==> config.mk <==
export PLATFORM = sky130hd
export DESIGN_NAME = spi_adc_poller
export DESIGN_NICKNAME = d
export VERILOG_FILES = /design/src/rtl/spi_adc_poller_pkg.sv /design/src/rtl/spi_adc_poller.sv
export SDC_FILE = /design/constraint.sdc
export NUM_CORES = 1
export LEC_CHECK = 0
export CAP_MARGIN = 10
export CORE_MARGIN = 8
export CORE_UTILIZATION = 52
export CTS_CLUSTER_SIZE = 16
export DETAILED_ROUTE_END_ITERATION = 12
export GPL_ROUTABILITY_DRIVEN = 0
export PLACE_DENSITY = 0.76
export SLEW_MARGIN = 30
export SYNTH_ARGS = -nofsm -noshare
export SYNTH_HDL_FRONTEND = slang
export SYNTH_SLANG_ARGS = --single-unit
==> constraint.sdc <==
create_clock -name clk -period 2.5 [get_ports clk]
set_input_delay 0.75 -clock clk [delete_from_list [all_inputs] [get_ports clk]]
set_output_delay 0.75 -clock clk [all_outputs]
set_load 0.05 [all_outputs]
==> src/rtl/spi_adc_poller_pkg.sv <==
// Shared types and sizing helpers for the SPI ADC round-robin poller.
package spi_adc_poller_pkg;

  typedef enum logic [2:0] {
    ST_HOLDOFF,
    ST_IDLE,
    ST_ISSUE,
    ST_WAIT_RDY,
    ST_GAP,
    ST_DONE
  } state_t;

  function automatic int max_int(input int a, input int b);
    return (a > b) ? a : b;
  endfunction

  // Bits needed to count 0..n-1, never less than one.
  function automatic int cnt_width(input int n);
    return (n < 2) ? 1 : $clog2(n);
  endfunction

endpackage

==> src/rtl/spi_adc_poller.sv <==
// Round-robin SPI ADC poller: one SPIMaster transaction per channel, results
// kept in a per-channel bank with valid flags; free-run or one-shot frames.
module spi_adc_poller
  import spi_adc_poller_pkg::*;
#(
  parameter int NCH        = 8,
  parameter int CMD_BITS   = 8,
  parameter int RES_BITS   = 10,
  parameter int CMD_PREFIX = 'h18,
  parameter int XFER_LEN   = 18,
  parameter int GAP        = 100,
  parameter int TIMEOUT    = 4096,
  parameter int PERIOD     = 50000,
  localparam int CH_W      = $clog2(NCH),
  localparam int LEN_W     = $clog2(CMD_BITS + RES_BITS)
) (
  input  logic                clk,
  input  logic                rst_n,
  input  logic                enable,
  input  logic                trigger,
  output logic                spi_stb_wr,
  output logic [CMD_BITS-1:0] spi_to_data,
  output logic [LEN_W-1:0]    spi_total_len,
  input  logic                spi_stb_rdy,
  input  logic [RES_BITS-1:0] spi_from_data,
  input  logic [CH_W-1:0]     rd_addr,
  output logic [RES_BITS-1:0] rd_data,
  output logic [NCH-1:0]      valid,
  output logic                busy,
  output logic                frame_stb,
  output logic                err_timeout,
  input  logic                err_clr
);

  localparam int CNT_W = cnt_width(max_int(TIMEOUT, GAP));
  localparam int PER_W = cnt_width(PERIOD);
  localparam int PFX_W = CMD_BITS - CH_W;
  localparam logic [PFX_W-1:0] PFX = PFX_W'(CMD_PREFIX);

  state_t              state_reg;
  logic [CH_W-1:0]     ch_reg;
  logic [CH_W-1:0]     ch_next;
  logic [CNT_W-1:0]    cnt_reg;
  logic [PER_W-1:0]    period_reg;
  logic                primed_reg;
  logic                period_expired;
  logic                start_req;
  logic [RES_BITS-1:0] result_mem [NCH];

  assign spi_total_len  = LEN_W'(XFER_LEN);
  assign ch_next        = ch_reg + 1'b1;
  assign period_expired = (period_reg == PER_W'(PERIOD - 1));
  // The first free-run frame after reset goes out as soon as holdoff ends
  // rather than waiting a full period.
  assign start_req      = trigger || (enable && (!primed_reg || period_expired));

  assign rd_data = (32'(rd_addr) < NCH) ? result_mem[rd_addr] : '0;

  always_ff @(posedge clk or negedge rst_n) begin
    if (!rst_n) begin
      state_reg   <= ST_HOLDOFF;
      ch_reg      <= '0;
      cnt_reg     <= '0;
      period_reg  <= '0;
      primed_reg  <= 1'b0;
      spi_stb_wr  <= 1'b0;
      spi_to_data <= '0;
      valid       <= '0;
      busy        <= 1'b0;
      frame_stb   <= 1'b0;
      err_timeout <= 1'b0;
      for (int i = 0; i < NCH; i++) result_mem[i] <= '0;
    end else begin
      if (!period_expired) period_reg <= period_reg + 1'b1;
      spi_stb_wr <= 1'b0;
      frame_stb  <= 1'b0;
      if (err_clr) err_timeout <= 1'b0;

      case (state_reg)
        ST_HOLDOFF: begin
          if (cnt_reg == CNT_W'(TIMEOUT - 1)) begin
            cnt_reg   <= '0;
            state_reg <= ST_IDLE;
          end else begin
            cnt_reg <= cnt_reg + 1'b1;
          end
        end
        ST_IDLE: begin
          if (start_req) begin
            ch_reg      <= '0;
            busy        <= 1'b1;
            period_reg  <= '0;
            primed_reg  <= 1'b1;
            spi_stb_wr  <= 1'b1;
            spi_to_data <= {PFX, CH_W'(0)};
            state_reg   <= ST_ISSUE;
          end
        end
        ST_ISSUE: begin
          cnt_reg   <= '0;
          state_reg <= ST_WAIT_RDY;
        end
        ST_WAIT_RDY: begin
          if (spi_stb_rdy) begin
            result_mem[ch_reg] <= spi_from_data;
            valid[ch_reg]      <= 1'b1;
            cnt_reg            <= '0;
            state_reg          <= ST_GAP;
          end else if (cnt_reg == CNT_W'(TIMEOUT - 1)) begin
            // Stale result is kept; only its valid flag drops.
            err_timeout   <= 1'b1;
            valid[ch_reg] <= 1'b0;
            cnt_reg       <= '0;
            state_reg     <= ST_GAP;
          end else begin
            cnt_reg <= cnt_reg + 1'b1;
          end
        end
        ST_GAP: begin
          if (cnt_reg == CNT_W'(GAP - 1)) begin
            cnt_reg <= '0;
            if (ch_reg == CH_W'(NCH - 1)) begin
              frame_stb <= 1'b1;
              state_reg <= ST_DONE;
            end else begin
              ch_reg      <= ch_next;
              spi_stb_wr  <= 1'b1;
              spi_to_data <= {PFX, ch_next};
              state_reg   <= ST_ISSUE;
            end
          end else begin
            cnt_reg <= cnt_reg + 1'b1;
          end
        end
        ST_DONE: begin
          busy      <= 1'b0;
          state_reg <= ST_IDLE;
        end
        default: state_reg <= ST_HOLDOFF;
      endcase
    end
  end

endmodule

# ---- Word level (Yosys, flattened, before mapping)
# Cells that the tools add are included.
dict set report word_totals {
  out_inout_bits 35
  in_bits 19
  elab_cells 108
  regBits 135
}
dict set report classes {
  n_eq_ne 14
  magnitude_cmp 5
  addsub 3
  n_mux 45
  n_reduce_logical 17
  n_bitwise 5
}
# op count
set op_table {}
lappend op_table {{$bwmux 80} 1}
lappend op_table {{$mux 16} 3}
lappend op_table {{$pmux 12 s4} 1}
lappend op_table {{$mux 8} 5}
lappend op_table {{$mux 12} 3}
lappend op_table {{$bmux 10 s3} 1}
lappend op_table {{$demux 10 s3} 1}
lappend op_table {{$mux 10} 3}
lappend op_table {{$mux 3} 9}
lappend op_table {{$pmux 3 s6} 1}
lappend op_table {{$add 16x1->16 const B} 1}
lappend op_table {{$eq 16x16->1 const B} 1}
lappend op_table {{$pmux 8 s2} 1}
lappend op_table {{$add 12x1->12 const B} 1}
lappend op_table {{$eq 12x12->1 const B} 1}
lappend op_table {{$eq 12x7->1 const B} 1}
lappend op_table {{$mux 1} 12}
lappend op_table {{$eq 3x3->1 const B} 3}
lappend op_table {{$and 8x8->8} 1}
lappend op_table {{$ge 4x4->1 const B} 2}
lappend op_table {{$ne 2x2->1 const B} 4}
lappend op_table {{$not 3->4} 2}
lappend op_table {{$not 8->8} 1}
lappend op_table {{$or 8x8->8} 1}
lappend op_table {{other kinds (18)} 29}

# ---- Depth between registers and ports, before layout
# Gate-level depths: netlist (run 1).
dict set report depth {
  word_depth 8
  mapped_depth 6
  ltp_nobuf 6
}

# ---- Least setup slack after synthesis (run 1)
# OpenSTA, ideal clock, no wires.
dict set report synth_timing {
  kind {input-to-output}
  startpoint {input port rd_addr[0]}
  endpoint {output port rd_data[0]}
  arrival_ns 1.934
  n_path_buf 1
  setup_slack_ns -0.184
  cell_stages 3
  required_ns 1.750
  cell_sequence {buf_2 mux4_2 mux2_2}
}
dict set report synth_via {
  elab_chain_len 4
}
# item line_no
set synth_lines {}
lappend synth_lines {{start: declaration} spi_adc_poller.sv:26} ;# input logic [CH_W-1:0] rd_addr,
lappend synth_lines {{$not 3->4 (implied by the code)} spi_adc_poller.sv:57} ;# assign rd_data = (32'(rd_addr) < NCH) ? result_mem[rd_addr] : '0;
lappend synth_lines {{$bmux 10 s3} spi_adc_poller.sv:57}
lappend synth_lines {{$mux 10 (implied by the code) (2 in series)} spi_adc_poller.sv:57}
lappend synth_lines {{end: declaration} spi_adc_poller.sv:27} ;# output logic [RES_BITS-1:0] rd_data,
# No other way between the ends. The select of a mux whose other input is x is not followed.

# ---- Worst setup path after layout (run 1)
dict set report layout_timing {
  startpoint {input port rd_addr[0]}
  endpoint {output port rd_data[2]}
}
# Same word-level chain as after synthesis.

==> metrics.md, run 1 <==
| Metric | Value |
|---|---|
| Internal | `3.87 mW` |
| Combinational fraction of design power | `between 6 and 7%` |
| CTS HTree Levels | `4` |
| Io pins | `between 50 and 60` |
| Synth Area per Inst | `around 13 µm²` |
| Post-DP HPWL | `8650 µm` |
| Post-route ant nets | `0` |
| Detailed Routing Iterations Pass 1 | `4` |
| Switching Share | `22.8%` |
| Startpoint types | `input port` |
| Sequential fraction of design power | `between 40% and 50%` |
| Max-Cap Viols | `0` |
| Root Buffer | `clkbuf_16` |
| Most common cell after layout, fill and taps aside | `dfrtp_1` |
| Worst-Skew Late Latency | `430 ps` |
| Fraction of layout cells with a size suffix above 1 | `36.1%` |
| Commonest non-fill, non-tap cells in the layout | `dfrtp_1 (128), mux2_2 (81), nor2_1 (31), clkdlybuf4s50_1 (29)` |
| Worst min-delay path category | `in2async` |
| Die height | `125 µm` |
| Worst slew pin tran | `about 670 ps` |
| CP endpoint | `rd_data[2]` |
| Worst r2r src | `cnt_reg[0]` |
| Power Dens Cells | `roughly 650 nW/µm²` |
| F_max | `~370 MHz` |
| Clock slew at reported path FFs | `roughly 50 ps` |
| Critical path data required time | `approximately 1800 ps` |
| Post-CTS Setup Bufs | `0` |
| Residual DRC | `0` |
| Max IR drop VDD | `0.000547 V` |
| Async S/R FF share, synth | `100%` |
| Die W | `approximately 120 µm` |
| CTS tree | `done` |
| Outcome | `finished with violations` |
| Total routed wirelength | `13500 µm` |
| R2R Setup Slk | `between 300 and 400 ps` |
| Maximum clock path buffer count | `2` |
| Register bit count reported by yosys | `approximately 130` |
| Final Cycle Share | `108%` |
| Reg2Reg Depth | `5` |
| Slew margin rel. | `a little under three fifths` |
| Gr usage total | `18.8%` |
| # hold bufs at CTS | `0` |
| RSZ-0062 raised after global routing | `true` |
| Count of buffers from port buffering | `45` |
| Most used DFF post-synth | `dfrtp_1` |
| Initial Util | `about 54%` |
| DR WL/cell | `19.0 µm` |
| Pleak | `roughly 3.6 nW` |
| Row cnt | `39` |
| Initial antenna violation count | `0` |
| Clock power frac | `51.0%` |
| Core ar. | `between 10000 and 15000 µm²` |
| Die area | `about 16000 µm²` |
| Worst Path Max Fanout | `5` |
| Via/cell ratio | `approximately 5.7` |
| Failing checks | `setup timing` |
| Placed insts | `677` |
| Mapped Cells | `between 400 and 500` |
| Min Tclk post-route | `roughly 2700 ps` |
| Total clock sinks | `between 100 and 150` |
| Post-Syn Area | `between 6000 and 7000 µm²` |
| Final Skew | `~13 ps` |
| TritonCTS Buffers | `17` |
| Hold WS | `~420 ps` |
| Sequential-to-total area share from yosys stat | `a little over half` |
| Final setup margin | `-199 ps` |
| Layout Nets | `580` |
| Max FFs per register | `80` |
| Post-synth EDFFs | `0` |
| Crit path from | `rd_addr[0]` |
| Slew Viols, Final | `0` |
| Fin area | `7770 µm²` |
| Antenna cells | `0` |
| Initial DRC count | `between 300 and 400` |
| Pin count of the biggest net entering global routing | `129` |
| Area delta synth->final | `26.6%` |
| Non-filler instance count after layout | `713` |
| Final hold vios | `0` |
| CP Class | `in2out` |
| Detailed-route via count | `a little over 4000` |
| GRT overflow | `0` |
| Setup violations, final | `10` |
| Switch Pwr | `1.15 mW` |
| First-pass GRT wire length | `23100 µm` |
| Vias in the first global route | `4414` |
| Synth warn | `0` |
| Dpl cell area | `~7000 µm²` |
| Critical Path AT | `about 2000 ps` |
| Yosys cell types | `52` |
| Crit path capture type | `primary output` |
timing repair:
item / in CTS / in global routing
setup endpoints to repair: 10 / 10
resized for setup: 29 / 0
cloned: 4 / 0
stage by stage:
stage	setup TNS [ps]	power, mW	util, %	setup slack, ps
after CTS	-1830	5.08	67.7	-196
after global routing	-2120	5.21	67.7	-230
after global placement	-22070	2.45	61.0	-711
final	-1810	5.02	67.7	-199
after detailed placement	-23770	2.46	61.0	-734
after floorplan	0	2.34	-	10.1
kinds of logic (layout without fill, tap and decap cells):
family                     count (synthesis)  count (layout)  synth area share, %
DFF                                      128             128                 52.2
buffers and inverters                     38             122                 3.00
xor gates and xnor gates                  20              20                 2.85
and+or+nand+nor                          137             137                 12.4
other                                      2               8                0.122
adders and majority gates                  4               4                0.816
AOI/OAI and AO/OA                         37              37                 4.12
muxes                                    114             114                 24.5
cell type report:
type	instances	area [µm²]
multi-input cells	320	2810
repair buffers	81	925
fillers	791	3700
well taps	143	179
clock inverters	13	176
flip-flops and latches	128	3200
clock buffers	19	443
inverters	9	33.8
power by group through the flow:
| stage | clock network (mW) | logic [mW] | registers (mW) |
|---|---|---|---|
| floorplan | 0 | 0.179 | 2.16 |
| global placement | 0 | 0.294 | 2.16 |
| detailed placement | 0 | 0.301 | 2.16 |
| CTS | 2.62 | 0.339 | 2.12 |
| global route | 2.72 | 0.359 | 2.13 |
| finish | 2.56 | 0.334 | 2.12 |
Yosys cell counts (all sizes together), types with 4 or more instances:
cell / instances / area [µm²]
dfrtp: 128 / 3200
mux2: 91 / 1020
nor2: 34 / 150
nand2: 27 / 101
mux4: 20 / 450
buf: 16 / 101
clkbuf: 13 / 48.8
nand3: 13 / 65.1
xnor2: 13 / 114
nand4: 10 / 68.8
inv: 9 / 33.8
nor3: 8 / 45.0
a21oi: 7 / 35.0
nor4: 7 / 43.8
o21ai: 7 / 35.0
o31ai: 7 / 52.6
xor2: 7 / 61.3
nor2b: 5 / 31.3
and3: 4 / 25.0
ha: 4 / 50.1
nand2b: 4 / 25.0
or4: 4 / 33.8
critical path, stage by stage:
cell	delay, ps
buf_12	110
buf_16	140
mux4_2	510
mux2_4	280
buf_6	150
worst min path at each step:
stage | endpoint | slack (ps) | depth (start not counted)
floorplan | primed_reg | 430 | 1
global placement | primed_reg | 440 | 1
detailed placement | primed_reg | 450 | 1
CTS | result_mem[23] | 460 | 2
global route | period_reg[9] | 480 | 2
finish | period_reg[10] | 420 | 2
per-layer routing:
layer	GRT usage [%]	vias up	part of all wire [%]
li1	-	1911	-
met1	23.2	2067	44
met2	29.9	92	51
met3	6.09	10	4.6
met4	7.23	0	0.97
met5	0	-	0
No activity file was read; power rests on OpenSTA's default activity.
==> inputs of run 2 (changes only) <==
--- a/config.mk
+++ b/config.mk
@@ -12,6 +12,7 @@
 export DETAILED_ROUTE_END_ITERATION = 12
 export GPL_ROUTABILITY_DRIVEN = 0
 export PLACE_DENSITY = 0.76
+export SKIP_CTS_REPAIR_TIMING = 1
 export SLEW_MARGIN = 30
 export SYNTH_ARGS = -nofsm -noshare
 export SYNTH_HDL_FRONTEND = slang
==> run 2 against run 1 <==
  * The flow still finishes with violations (setup timing)
  * Sequential share of layout area grew 0.080 points
  * Worst setup slack lost 0.94 ps
  * Non-clock buffer count is the same
  * Clock skew shrank 2.9 ps
  * Design area shrank 0.19%
  * Worst hold slack lost 57 ps
  * First-iteration DRC count shrank 27%
==> metrics.md, run 2 (synthesis gave the netlist of run 1 again) <==
| Metric | Value |
|---|---|
| Clock power frac | `51.1% (about the same)` |
| Final Skew | `9.70 ps (-2.93 ps)` |
| Delay-heaviest family, CP | `multiplexers` |
| RSZ-0062 raised after global routing | `true` |
| Critical path data required time | `1750 ps (about the same)` |
| Internal | `3.87 mW (-0.11%)` |
| Die height | `125 µm (unchanged)` |
| CP Buf/Inv Count | `3 (unchanged)` |
| Maximum clock path buffer count | `2 (unchanged)` |
| Reg2Reg Depth | `5 (unchanged)` |
| Die W | `125 µm (unchanged)` |
| Finished Core Util | `67.6% (-0.13 points)` |
| Count of buffers from port buffering | `45 (unchanged)` |
| Via/cell ratio | `5.75 (+0.44%)` |
| Initial antenna violation count | `0 (unchanged)` |
| Core ar. | `11500 µm² (unchanged)` |
| Startpoint types | `input port` |
| Worst min-delay path category | `in2async` |
| Area delta synth->final | `26.4%` |
| DR WL/cell | `19.0 µm (about the same)` |
| Gr usage total | `17.8% (-0.94 points)` |
| Worst Path Max Fanout | `5 (unchanged)` |
| Fin area | `7750 µm² (-0.19%)` |
| Failing checks | `setup timing` |
| Post-DP HPWL | `8650 µm (unchanged)` |
| Setup violations, final | `10 (unchanged)` |
| Vias in the first global route | `4341 (-1.7%)` |
| First-pass GRT wire length | `22100 µm (-4.3%)` |
| Setup_tns | `-1800 ps (+11.3 ps)` |
| F_max | `370 MHz (about the same)` |
| CTS tree | `done` |
| Total routed wirelength | `13500 µm (about the same)` |
| Sequential fraction of design power | `42.3% (about the same)` |
| Pleak | `3.56 nW (-0.12%)` |
| Max-Cap Viols | `0 (unchanged)` |
| Fraction of layout cells with a size suffix above 1 | `36.1% (unchanged)` |
| Power Dens Cells | `647 nW/µm² (+0.18%)` |
| Final hold vios | `0 (unchanged)` |
| Critical path cell sequence | `buf_12 > clkbuf_16 > mux4_2 > mux2_4 > buf_6` |
| CTS HTree Levels | `4 (unchanged)` |
| CP Class | `in2out` |
| Outcome | `finished with violations` |
| TritonCTS Buffers | `17 (unchanged)` |
| Antenna cells | `0 (unchanged)` |
| Row cnt | `39 (unchanged)` |
| Most common cell after layout, fill and taps aside | `dfrtp_1` |
| Non-filler instance count after layout | `713 (unchanged)` |
| Slew Viols, Final | `0 (unchanged)` |
| Initial Util | `53.5% (unchanged)` |
| Dpl cell area | `6990 µm² (unchanged)` |
| Total clock sinks | `128 (unchanged)` |
| Combinational fraction of design power | `6.5% (-0.2 points)` |
| Final Cycle Share | `108% (about the same)` |
| GRT overflow | `0 (unchanged)` |
| Max IR drop VDD | `0.000572 V (+4.6%)` |
| Detailed-route via count | `4098 (+0.44%)` |
| Switch Pwr | `1.15 mW (+0.34%)` |
| Pin count of the biggest net entering global routing | `129 (unchanged)` |
| Switching Share | `22.9% (+0.079 points)` |
| Worst path slowest cell | `mux4_2` |
| Post-route ant nets | `0 (unchanged)` |
| Layout Nets | `580 (unchanged)` |
| Final setup margin | `-200 ps (-0.939 ps)` |
| Clock slew at reported path FFs | `50 ps (about the same)` |
| Initial DRC count | `272 (-27%)` |
| Min Tclk post-route | `2700 ps (+0.939 ps)` |
| Placed insts | `677 (unchanged)` |
| Root Buffer | `clkbuf_16` |
| Die area | `15500 µm² (unchanged)` |
| Max FFs per register | `80 (unchanged)` |
| Largest stage delay, worst path | `500 ps (about the same)` |
| Worst slew pin tran | `737 ps (+65.6 ps)` |
| Io pins | `54 (unchanged)` |
| Stages on the worst setup path | `5 (unchanged)` |
| Residual DRC | `0 (unchanged)` |
| Slew margin rel. | `50.9% (-4.4 points)` |
| Critical Path AT | `1950 ps (about the same)` |
| Worst-Skew Late Latency | `430 ps (about the same)` |
| Commonest non-fill, non-tap cells in the layout | `dfrtp_1 (128), mux2_2 (81), nor2_1 (31), clkdlybuf4s50_1 (29)` |
| Crit path capture type | `primary output` |
| Detailed Routing Iterations Pass 1 | `4 (unchanged)` |
-- run 2: cell types whose count changed in the layout (fill, tap and decap cells not counted) --
cell,previous run,this run
buf_2,1,0
buf_16,4,0
clkbuf_16,17,20
clkbuf_2,0,1
buf_12,10,11
-- run 2: cell type report --
class                   instances  area (µm²)
clock buffers                  19         443
clock inverters                13         176
fillers                       794        3710
inverters                       9        33.8
multi-input cells             320        2810
flip-flops and latches        128        3200
well taps                     143         179
repair buffers                 81         910
-- run 2: per-layer routing --
| layer | global-route usage, % | part of all wire, % | vias up |
|---|---|---|---|
| met5 | 0 | 0 | - |
| met3 | 5.02 | 4.8 | 29 |
| met2 | 27.9 | 49 | 101 |
| met1 | 22.4 | 44 | 2068 |
| met4 | 8.36 | 2.2 | 0 |
| li1 | - | - | 1900 |
-- run 2: final timing paths --
check	from	end	slack [ps]
worst max-delay path	rd_addr[0]	rd_data[2]	-200
worst min-delay path	rst_n	period_reg[10]	370
worst max register to register	cnt_reg[0]	flip-flop	320
worst min register to register	primed_reg	primed_reg	450
max in group asynchronous	rst_n	result_mem[24]	1530
min in group clk	primed_reg	primed_reg	450
-- run 2: power groups by stage --
| stage | Sequential (mW) | Clock, mW | Combinational (mW) |
|---|---|---|---|
| 2_1_floorplan | 2.16 | 0 | 0.179 |
| 3_3_place_gp | 2.16 | 0 | 0.294 |
| 3_5_place_dp | 2.16 | 0 | 0.301 |
| 4_1_cts | 2.12 | 2.62 | 0.303 |
| 5_1_grt | 2.13 | 2.71 | 0.352 |
| 6_report | 2.12 | 2.57 | 0.328 |
-- run 2: metrics by stage --
| stage | power (mW) | worst slack, ps | hold WS, ps |
|---|---|---|---|
| after floorplan | 2.34 | 10.1 | 426 |
| after global placement | 2.45 | -711 | 443 |
| after CTS | 5.04 | -735 | 462 |
| after global routing | 5.19 | -229 | 482 |
| final | 5.02 | -200 | 367 |
| after detailed placement | 2.46 | -734 | 448 |
